## config.mk

```make
export PLATFORM = sky130hd
export DESIGN_NAME = tt_scan_ctrl
export DESIGN_NICKNAME = d
export VERILOG_FILES = /design/src/rtl/tt_scan_ctrl.sv
export SDC_FILE = /design/constraint.sdc
export NUM_CORES = 1
export LEC_CHECK = 0
export BUFFER_PORTS_ARGS = -buffer_cell sky130_fd_sc_hd__buf_2
export CORE_UTILIZATION = 45
export DETAILED_ROUTE_END_ITERATION = 10
export PLACE_DENSITY = 0.64
export SLEW_MARGIN = 20
export SYNTH_ARGS = -nofsm -noshare
export SYNTH_HDL_FRONTEND = slang
export SYNTH_SLANG_ARGS = --single-unit
```

## constraint.sdc

```tcl
create_clock -name i_clk_gen -period 5.93 [get_ports i_clk_gen]
set_clock_uncertainty 0.1 [all_clocks]
set_input_delay 1.186 -clock i_clk_gen [delete_from_list [all_inputs] [get_ports i_clk_gen]]
set_output_delay 1.186 -clock i_clk_gen [all_outputs]
set_load 0.02 [all_outputs]
```

## src/rtl/tt_scan_ctrl.sv

```systemverilog
// Scan-chain test controller for the DPLL: loads a pattern, runs functional
// capture clocks, unloads the chain and compares the result under a mask.
module tt_scan_ctrl #(
  parameter int CHAIN_LEN = 32
) (
  input  logic                 i_clk_gen,
  input  logic                 i_rst_n,
  input  logic                 i_start,
  input  logic                 i_abort,
  input  logic [CHAIN_LEN-1:0] i_pattern,
  input  logic [7:0]           i_cap_cycles,
  input  logic [CHAIN_LEN-1:0] i_expect,
  input  logic [CHAIN_LEN-1:0] i_mask,
  output logic                 o_scan_en,
  output logic                 o_scan_in,
  input  logic                 i_scan_out,
  output logic                 o_busy,
  output logic                 o_done,
  output logic [CHAIN_LEN-1:0] o_capture,
  output logic                 o_pass
);

  localparam int CW = $clog2(CHAIN_LEN + 1);
  localparam int IW = (CHAIN_LEN > 1) ? $clog2(CHAIN_LEN) : 1;

  typedef enum logic [2:0] {
    ST_IDLE    = 3'd0,
    ST_LOAD    = 3'd1,
    ST_CAPTURE = 3'd2,
    ST_UNLOAD  = 3'd3,
    ST_DONE    = 3'd4
  } state_t;

  state_t               state_r;
  logic [CHAIN_LEN-1:0] pat_sr_r;
  logic [CHAIN_LEN-1:0] cap_sr_r;
  logic [CHAIN_LEN-1:0] exp_r;
  logic [CHAIN_LEN-1:0] mask_r;
  logic [7:0]           ncap_r;
  logic [7:0]           cyc_cnt_r;
  logic [CW-1:0]        bit_cnt_r;

  logic                 last_bit_s;
  logic                 in_test_s;
  logic [IW-1:0]        idx_s;
  logic [CHAIN_LEN-1:0] cap_next_s;

  function automatic logic masked_match(input logic [CHAIN_LEN-1:0] cap,
                                        input logic [CHAIN_LEN-1:0] expv,
                                        input logic [CHAIN_LEN-1:0] mask);
    return (((cap ^ expv) & mask) == {CHAIN_LEN{1'b0}});
  endfunction

  assign last_bit_s = (bit_cnt_r == CW'(CHAIN_LEN - 1));
  assign in_test_s  = (state_r == ST_LOAD) || (state_r == ST_CAPTURE) || (state_r == ST_UNLOAD);
  assign idx_s      = bit_cnt_r[IW-1:0];

  // Capture word with the current pre-shift chain output merged at bit j.
  // Every bit is rewritten in order during an unload, so stale bits never leak.
  always_comb begin
    cap_next_s        = cap_sr_r;
    cap_next_s[idx_s] = i_scan_out;
  end

  // Test sequencer: state, counters, scan pins and result registers.
  always_ff @(posedge i_clk_gen or negedge i_rst_n) begin
    if (!i_rst_n) begin
      state_r   <= ST_IDLE;
      pat_sr_r  <= {CHAIN_LEN{1'b0}};
      cap_sr_r  <= {CHAIN_LEN{1'b0}};
      exp_r     <= {CHAIN_LEN{1'b0}};
      mask_r    <= {CHAIN_LEN{1'b0}};
      ncap_r    <= 8'd0;
      cyc_cnt_r <= 8'd0;
      bit_cnt_r <= {CW{1'b0}};
      o_scan_en <= 1'b0;
      o_scan_in <= 1'b0;
      o_busy    <= 1'b0;
      o_done    <= 1'b0;
      o_capture <= {CHAIN_LEN{1'b0}};
      o_pass    <= 1'b0;
    end else if (i_abort && in_test_s) begin
      state_r   <= ST_IDLE;
      bit_cnt_r <= {CW{1'b0}};
      cyc_cnt_r <= 8'd0;
      o_scan_en <= 1'b0;
      o_scan_in <= 1'b0;
      o_busy    <= 1'b0;
      o_done    <= 1'b0;
    end else begin
      case (state_r)
        ST_IDLE, ST_DONE: begin
          o_done <= 1'b0;
          if (i_start && !i_abort) begin
            state_r   <= ST_LOAD;
            pat_sr_r  <= i_pattern >> 1;
            exp_r     <= i_expect;
            mask_r    <= i_mask;
            ncap_r    <= i_cap_cycles;
            bit_cnt_r <= {CW{1'b0}};
            cyc_cnt_r <= 8'd0;
            o_scan_en <= 1'b1;
            o_scan_in <= i_pattern[0];
            o_busy    <= 1'b1;
          end else begin
            state_r   <= ST_IDLE;
            o_scan_en <= 1'b0;
            o_scan_in <= 1'b0;
            o_busy    <= 1'b0;
          end
        end
        ST_LOAD: begin
          if (last_bit_s) begin
            bit_cnt_r <= {CW{1'b0}};
            cyc_cnt_r <= 8'd0;
            o_scan_in <= 1'b0;
            if (ncap_r != 8'd0) begin
              state_r   <= ST_CAPTURE;
              o_scan_en <= 1'b0;
            end else begin
              state_r   <= ST_UNLOAD;
              o_scan_en <= 1'b1;
            end
          end else begin
            bit_cnt_r <= bit_cnt_r + CW'(1);
            o_scan_in <= pat_sr_r[0];
            pat_sr_r  <= pat_sr_r >> 1;
          end
        end
        ST_CAPTURE: begin
          if (cyc_cnt_r == ncap_r - 8'd1) begin
            state_r   <= ST_UNLOAD;
            o_scan_en <= 1'b1;
          end else begin
            cyc_cnt_r <= cyc_cnt_r + 8'd1;
          end
        end
        ST_UNLOAD: begin
          cap_sr_r <= cap_next_s;
          if (last_bit_s) begin
            state_r   <= ST_DONE;
            bit_cnt_r <= {CW{1'b0}};
            o_scan_en <= 1'b0;
            o_busy    <= 1'b0;
            o_done    <= 1'b1;
            o_capture <= cap_next_s;
            o_pass    <= masked_match(cap_next_s, exp_r, mask_r);
          end else begin
            bit_cnt_r <= bit_cnt_r + CW'(1);
          end
        end
        default: begin
          state_r   <= ST_IDLE;
          o_scan_en <= 1'b0;
          o_scan_in <= 1'b0;
          o_busy    <= 1'b0;
          o_done    <= 1'b0;
        end
      endcase
    end
  end

endmodule

```

==> results_dict.tcl, run 1 <==
set metrics [dict create \
    synth_cell_types 67 \
    finalHoldViolCount 0 \
    r2r_cells 7 \
    async_flop_share_pct 100 \
    cts.path.max_buffers 2 \
    fp.dieArea_sq_mm 0.0220 \
    diodes 0 \
    cp_top_family "simple AND/OR/NAND/NOR gates" \
    avgSynthCellArea_sq_um 10.5 \
    synth.top_cell.area_share_pct 49.0 \
    antenna_found_initial 0 \
    die_h_um 148 \
    fin_setup_tns_ns 0 \
    finalCriticalPeriod_ns 3.60 \
    slowest_stage "nand3_2" \
    dr_total_vias 7371 \
    multiInputGateArea_sq_mm 0.00465 \
    ant_nets 0 \
    regArea_sq_mm 0.00473 \
    io_pins 146 \
    critPathLaunchType "input pin" \
    synth_area_sq_mm 0.00965 \
    place.gp.congestion 0.816 \
    htreeDepth 4 \
    p_seq_share_pct 48.6 \
    synth_area_leaders "dfrtp_1 49%, mux2_2 11%, mux2i_1 6.5%" \
    path_class "input pin to flop" \
    ys.flop_type "dfrtp_1" \
    floorplan.initialDensity_pct 45.9 \
    synth_nets 1031 \
    drc_errors 0 \
    cp_cell_sequence "buf_2, nor2_1, nand3_2, nor3_4, o2111ai_1, or4_1, or4_1, o32ai_1" \
    switchingPower_w 0.00102 \
    ir_worst_vdd_v 0.000177 \
    path_max_fanout 18 \
    yosysMostFrequentCell "dfrtp_1" \
    swShare_pct 30.0 \
    nFillCells 1911 \
    grt.total_usage_pct 22.6 \
    min_path_type "flop to flop" \
    io_buffers 145 \
    cp.buffers_inverters 1 \
    grt-ovfl-total 0 \
    drv_slew 0 \
    wl_per_cell_um 18.0 \
    total_leakage_power_nw 5.03 \
    cpPeakStageDelay_ns 0.53 \
    cp.depth 8 \
    first_iter_violations 518 \
    slew-limit-headroom_pct 25.1 \
    synthCells 916 \
    finalSetupViolCount 0 \
    final_core_util_pct 53.0 \
    final_area_sq_mm 0.0111 \
    end_kind "flop" \
    power_frac_comb_pct 17.2 \
    areaGrowthSynthToFinish_pct 15.5 \
    yosys_warnings 0 \
    whs_ns 0.406 \
    rsz0062_at_grt "no" \
    viasPerCell 5.58 \
    seq_area_frac_synth_pct 49.0 \
    final_net_count 1148 \
    synth-edff-count 0 \
    ys_seq_elements 189 \
    yosys.area.top_type "dfrtp_1" \
    whs_path_depth 2 \
    arrival_ns 3.84 \
    drv_cap 0 \
    cts_hold_buf 0 \
    rows 53 \
    cts_tree "yes" \
    grt_pass1_wl_um 38700 \
    post_cts_resized 0 \
    core_sq_mm 0.0210 \
    p_clk_share_pct 34.2 \
    cts_sinks 189 \
    power_density_mw_per_mm2 304 \
    grt_pass1_vias 7268 \
    synth_common_cells "189 x dfrtp_1, 107 x nor2_1, 98 x mux2_2, 79 x a21oi_1, 63 x mux2i_1" \
    die_w_um 148 \
    grt_max_degree 106 \
    p_int_w 0.00237 \
    status "finished, final reports clean" \
    clk_pin_slew_ns 0.07 \
    cp-startpoint "i_abort" \
    timing.rr.start "bit_cnt_r[4]" \
    path_common_cell "or4_1" \
    wirelength_um 23700 \
    period_share_pct 60.7 \
    clock_tree.root_cell "clkbuf_16" \
    clock_latency_ns 0.44 \
    dr.pass1.iters 5 \
    hpwl_um 16400 \
    max_freq_ghz 0.278 \
    tightest_slew_ns 1.12 \
    drive_gt1_share_pct 29.0 \
    cts_buffers 17 \
    postCtsSetupRepairBufs 0 \
    place_area_sq_mm 0.0106 \
    cp.required_ns 6.17 \
    hp-start "o_scan_en" \
]
worst register-to-register path, cell delays in order, from the launching register on:
cell and delay [ns]:
dfrtp_1 1.09, and4bb_2 0.46, nor4bb_1 0.08, or4_4 0.53
a2111oi_4 0.23, nand4_1 0.16, or4_1 0.48, o32ai_1 0.23
metrics by stage:
| step | std cells | power [W] | setup WS [ns] |
|---|---|---|---|
| after floorplan | 916 | 0.00203 | 2.69 |
| after global placement | 1289 | 0.00223 | 2.07 |
| after detailed placement | 1289 | 0.00225 | 1.93 |
| after CTS | 1321 | 0.00341 | 2.37 |
| after global routing | 1321 | 0.00356 | 2.21 |
| final | 1321 | 0.00339 | 2.33 |
worst paths after layout:
path | endpoint | slack [ns]
worst max-delay path | o_pass | 2.33
worst min-delay path | o_scan_en | 0.41
worst max register to register | o_pass | 2.47
worst min register to register | o_scan_en | 0.41
max in group asynchronous | o_capture[18] | 3.88
min in group asynchronous | ncap_r[1] | 0.76
layout make-up:
class	count	share of cell area, %
Timing Repair Buffer	153	7.13
Sequential cell	189	42.4
Inverter	13	0.438
Multi-Input combinational cell	659	41.7
Clock buffer	18	3.94
Clock inverter	14	1.32
Tap cell	275	3.09
power by group through the flow:
stage | Clock [W] | Sequential [W] | Combinational [W]
floorplan | 0 | 0.00160 | 0.000428
global placement | 0 | 0.00166 | 0.000574
detailed placement | 0 | 0.00167 | 0.000584
CTS | 0.00118 | 0.00164 | 0.000588
global route | 0.00123 | 0.00167 | 0.000656
finish | 0.00116 | 0.00164 | 0.000582
flip-flops by register name (all words and copies together) (netlist names):
| name | cells |
|---|---|
| bit_cnt_r | 6 |
| cap_sr_r | 32 |
| cyc_cnt_r | 8 |
| exp_r | 32 |
| mask_r | 32 |
| ncap_r | 8 |
| o_busy | 1 |
| o_capture | 32 |
| o_done | 1 |
| o_pass | 1 |
| o_scan_en | 1 |
| o_scan_in | 1 |
| pat_sr_r | 31 |
| state_r | 3 |
cells in the final DEF (no fill, tap or decap), types with 9 or more instances in the layout:
master,count
nor3b_1,10
nand3_1,27
nand4b_1,11
nand2_1,60
xnor2_1,11
clkbuf_16,17
o21ai_0,39
mux2_2,98
inv_1,13
nor2_1,107
dfrtp_1,189
nand2b_1,11
nand4_1,9
nor3_1,13
buf_2,144
a21oi_1,79
mux2i_1,63
nand3b_1,9
cells by family after synthesis:
group	Yosys count	synth area share, %
xor+xnor	19	1.72
simple gates	307	17.0
flops	189	49.0
buf+inv	68	3.19
mux	161	18.0
compound gates	166	10.4
fa+ha+maj	6	0.778
per-layer routing:
layer	global-route usage (%)	vias up	routed length, um	part of all wire, %
li1	-	3536	-	-
met4	7.06	0	432	1.8
met1	33.0	3607	11400	48
met3	4.97	32	1380	5.8
met2	33.3	196	10500	44
met5	0	-	0	0
Note: power is estimated with default switching activity, not from simulation.
==> run 2: changes to the inputs <==
--- a/config.mk
+++ b/config.mk
@@ -5,10 +5,11 @@
 export SDC_FILE = /design/constraint.sdc
 export NUM_CORES = 1
 export LEC_CHECK = 0
+export ABC_AREA = 1
 export BUFFER_PORTS_ARGS = -buffer_cell sky130_fd_sc_hd__buf_2
 export CORE_UTILIZATION = 45
 export DETAILED_ROUTE_END_ITERATION = 10
-export PLACE_DENSITY = 0.64
+export PLACE_DENSITY = 0.67
 export SLEW_MARGIN = 20
 export SYNTH_ARGS = -nofsm -noshare
 export SYNTH_HDL_FRONTEND = slang
==> constraint.sdc (replaced) <==
create_clock -name i_clk_gen -period 2.95 [get_ports i_clk_gen]
set_clock_uncertainty 0.1 [all_clocks]
set_input_delay 0.59 -clock i_clk_gen [delete_from_list [all_inputs] [get_ports i_clk_gen]]
set_output_delay 0.59 -clock i_clk_gen [all_outputs]
set_load 0.02 [all_outputs]
==> run 2 against run 1 <==
- area after synthesis shrank 0.57%
- clock power grew 97%
- first-iteration DRC count grew 19%
- combinational power grew to 6.3 times the previous value
- die area shrank 0.56%
- register-to-register slack lost 1.9 ns
- flip-flop and latch count is the same
- largest cell class unchanged
- highest routed layer is now met5
==> results_dict.tcl, run 2 <==
set metrics [dict create \
    status "finished, final reports clean" \
    ant_nets 0 \
    multiInputGateArea_sq_mm 0.00415 \
    p_seq_share_pct 40.8 \
    grt_most_used_layer "met2" \
    rsz0062_at_grt "no" \
    path_class "flop to flop" \
    drc_errors 0 \
    whs_ns 0.0283 \
    path_common_cell "nand2_1" \
    r2r_cells 12 \
    switchingPower_w 0.00400 \
    ir_worst_vdd_v 0.000442 \
    tightest_slew_ns 0.604 \
    post_cts_resized 0 \
    grt_pass1_vias 7958 \
    cp.buffers_inverters 0 \
    dr.pass1.iters 7 \
    io_buffers 145 \
    die_w_um 148 \
    clk_pin_slew_ns 0.07 \
    yosys.area.top_type "dfrtp_1" \
    fp.dieArea_sq_mm 0.0219 \
    clock_tree.root_cell "clkbuf_16" \
    finalCriticalPeriod_ns 2.36 \
    grt_max_degree 65 \
    fin_setup_tns_ns 0 \
    grt.total_usage_pct 23.6 \
    finalSetupViolCount 0 \
    path_max_fanout 12 \
    setup_ws_ns 0.589 \
    swShare_pct 40.0 \
    synth_area_leaders "dfrtp_1 49%, nand2_1 16%, nand3_1 8.2%" \
    period_share_pct 80.0 \
    power_density_mw_per_mm2 896 \
    p_int_w 0.00601 \
    cts_hold_buf 0 \
    ys.flop_type "dfrtp_1" \
    drv_slew 0 \
    synth_compound_area_share_pct 10.2 \
    r2r_slack_ns 0.59 \
    yosys.area_share.xor_xnor_pct 1.19 \
    synth.top_cell.area_share_pct 49.3 \
    io_pins 146 \
    muxShareOfSynthArea_pct 0 \
    grt-ovfl-total 0 \
    arrival_ns 2.63 \
    rows 53 \
    die_h_um 148 \
    cts_tree "yes" \
    max_freq_ghz 0.424 \
    antenna_found_initial 1 \
    synthCells 1239 \
    avgSynthCellArea_sq_um 7.75 \
    slowest_stage "dfrtp_1" \
    wl_per_cell_um 15.1 \
    grt_pass1_wl_um 40400 \
    areaGrowthSynthToFinish_pct 16.4 \
    diodes 0 \
    yosysMostFrequentCell "nand2_1" \
    drv_cap 0 \
    met3_usage_pct 4.63 \
    slew-limit-headroom_pct 59.8 \
    place_ws_ns 0.655 \
    synth_cell_types 39 \
    place.gp.congestion 0.873 \
    drive_gt1_share_pct 16.9 \
    p_clk_share_pct 22.8 \
    min_path_type "input pin to async pin" \
    regArea_sq_mm 0.00473 \
    timing.rr.start "bit_cnt_r[3]" \
    wirelength_um 24900 \
    total_leakage_power_nw 5.64 \
    finalHoldViolCount 0 \
    viasPerCell 5.22 \
    cpPeakStageDelay_ns 0.62 \
    grtUsageMet2_pct 37.7 \
    critPathLaunchType "flop" \
    layout_common_cells "401 x nand2_1, 189 x dfrtp_1, 157 x nand3_1, 144 x buf_2, 103 x inv_1" \
    htreeDepth 4 \
    synth_common_cells "401 x nand2_1, 189 x dfrtp_1, 158 x nand3_1, 104 x inv_1, 87 x o21ai_0" \
    postCtsSetupRepairBufs 0 \
    cp.required_ns 3.22 \
    dr_total_vias 8620 \
    cp_top_family "simple AND/OR/NAND/NOR gates" \
    first_iter_violations 619 \
    final_common_cell "nand2_1" \
    seq_area_frac_synth_pct 49.3 \
    floorplan.initialDensity_pct 45.8 \
    nFillCells 2038 \
    yosys_warnings 0 \
    synth-edff-count 0 \
    power_frac_comb_pct 36.4 \
    reg2reg_to "o_pass" \
    cts_buffers 17 \
    synth_area_sq_mm 0.00960 \
    hpwl_um 17500 \
    synth_top_family_by_area "simple AND/OR/NAND/NOR gates" \
    cts_sinks 189 \
    synth-adder-area-share_pct 0.782 \
    clock_latency_ns 0.43 \
    core_sq_mm 0.0210 \
    async_flop_share_pct 100 \
    cp_cell_sequence "nand2_4, nor2_2, nand2_1, nand2_1, nand3_1, nand3_1, nand2_1, nor2_1, nand2_1, nor2_1, nand2_1, nand2_1" \
    grt_util_met1_pct 32.3 \
    synthSimpleGateAreaFrac_pct 31.0 \
    end_kind "flop" \
    final_net_count 1478 \
    synth_nets 1354 \
    cts.path.max_buffers 2 \
    ys_seq_elements 189 \
]
==> run 2: changes by cell type in the layout (fill, tap and decap cells not counted), moves of 21 or more <==
cell and change:
mux2i_1 -63, nand3_1 +130, o211ai_1 +26, inv_1 +90, nand2_1 +341, o21ai_0 +48, nor2_1 -45, a31oi_1 +21
mux2_2 -98, a21oi_1 -72
==> run 2: power groups by stage <==
stage	clock [W]	sequential (W)	combinational (W)
floorplan	0	0.00395	0.00278
global placement	0	0.00410	0.00355
detailed placement	0	0.00411	0.00363
CTS	0.00234	0.00408	0.00365
global route	0.00243	0.00420	0.00419
finish	0.00229	0.00409	0.00364
==> run 2: worst max-delay path by stage <==
| stage | startpoint | endpoint | slack (ns) | cells after the start |
|---|---|---|---|---|
| global route | bit_cnt_r[0] | o_pass | 0.40 | 13 |
| detailed placement | bit_cnt_r[1] | o_pass | 0.66 | 13 |
| global placement | bit_cnt_r[1] | o_pass | 0.67 | 13 |
| floorplan | ncap_r[0] | cyc_cnt_r[4] | 1.05 | 12 |
| CTS | bit_cnt_r[1] | o_pass | 0.64 | 13 |
| finish | bit_cnt_r[3] | o_pass | 0.59 | 12 |
==> run 2: cell families after synthesis <==
group / after synthesis
AND/OR/NAND/NOR: 684
flip-flops: 189
buffers and inverters: 176
AO/OA/AOI/OAI: 171
XOR/XNOR: 13
adder cells (fa/ha/maj): 6
==> run 2: through the flow <==
step / cells / power, W / cell area, sq um / utilization, %
after detailed placement: 1619 / 0.00774 / 10600 / 50.6
after CTS: 1651 / 0.0101 / 11200 / 53.3
final: 1651 / 0.0100 / 11200 / 53.3
after floorplan: 1239 / 0.00672 / 9600 / -
after global placement: 1619 / 0.00765 / 10600 / 50.6
after global routing: 1651 / 0.0108 / 11200 / 53.3
==> run 2: routing by layer <==
metal / vias up / wire length, um / part of all wire, %
li1: 4310 / - / -
met1: 4024 / 11500 / 46
met2: 250 / 11500 / 46
met3: 34 / 1370 / 5.5
met4: 2 / 471 / 1.9
met5: - / 13 / 0.052
==> run 2: final cells by class <==
cell class | instances | area share, %
flip-flops and latches | 189 | 42.3
clock inverters | 15 | 1.38
inverters | 113 | 3.83
clock buffers | 17 | 3.81
repair buffers | 168 | 8.45
multi-input cells | 874 | 37.2
well taps | 275 | 3.08
==> run 2: worst register-to-register path, cell delays in order (launching register included) <==
cell and delay, ns:
dfrtp_1 0.62, nand2_4 0.15, nor2_2 0.42, nand2_1 0.15, nand2_1 0.11, nand3_1 0.07
nand3_1 0.09, nand2_1 0.05, nor2_1 0.24, nand2_1 0.09, nor2_1 0.11, nand2_1 0.05
nand2_1 0.05
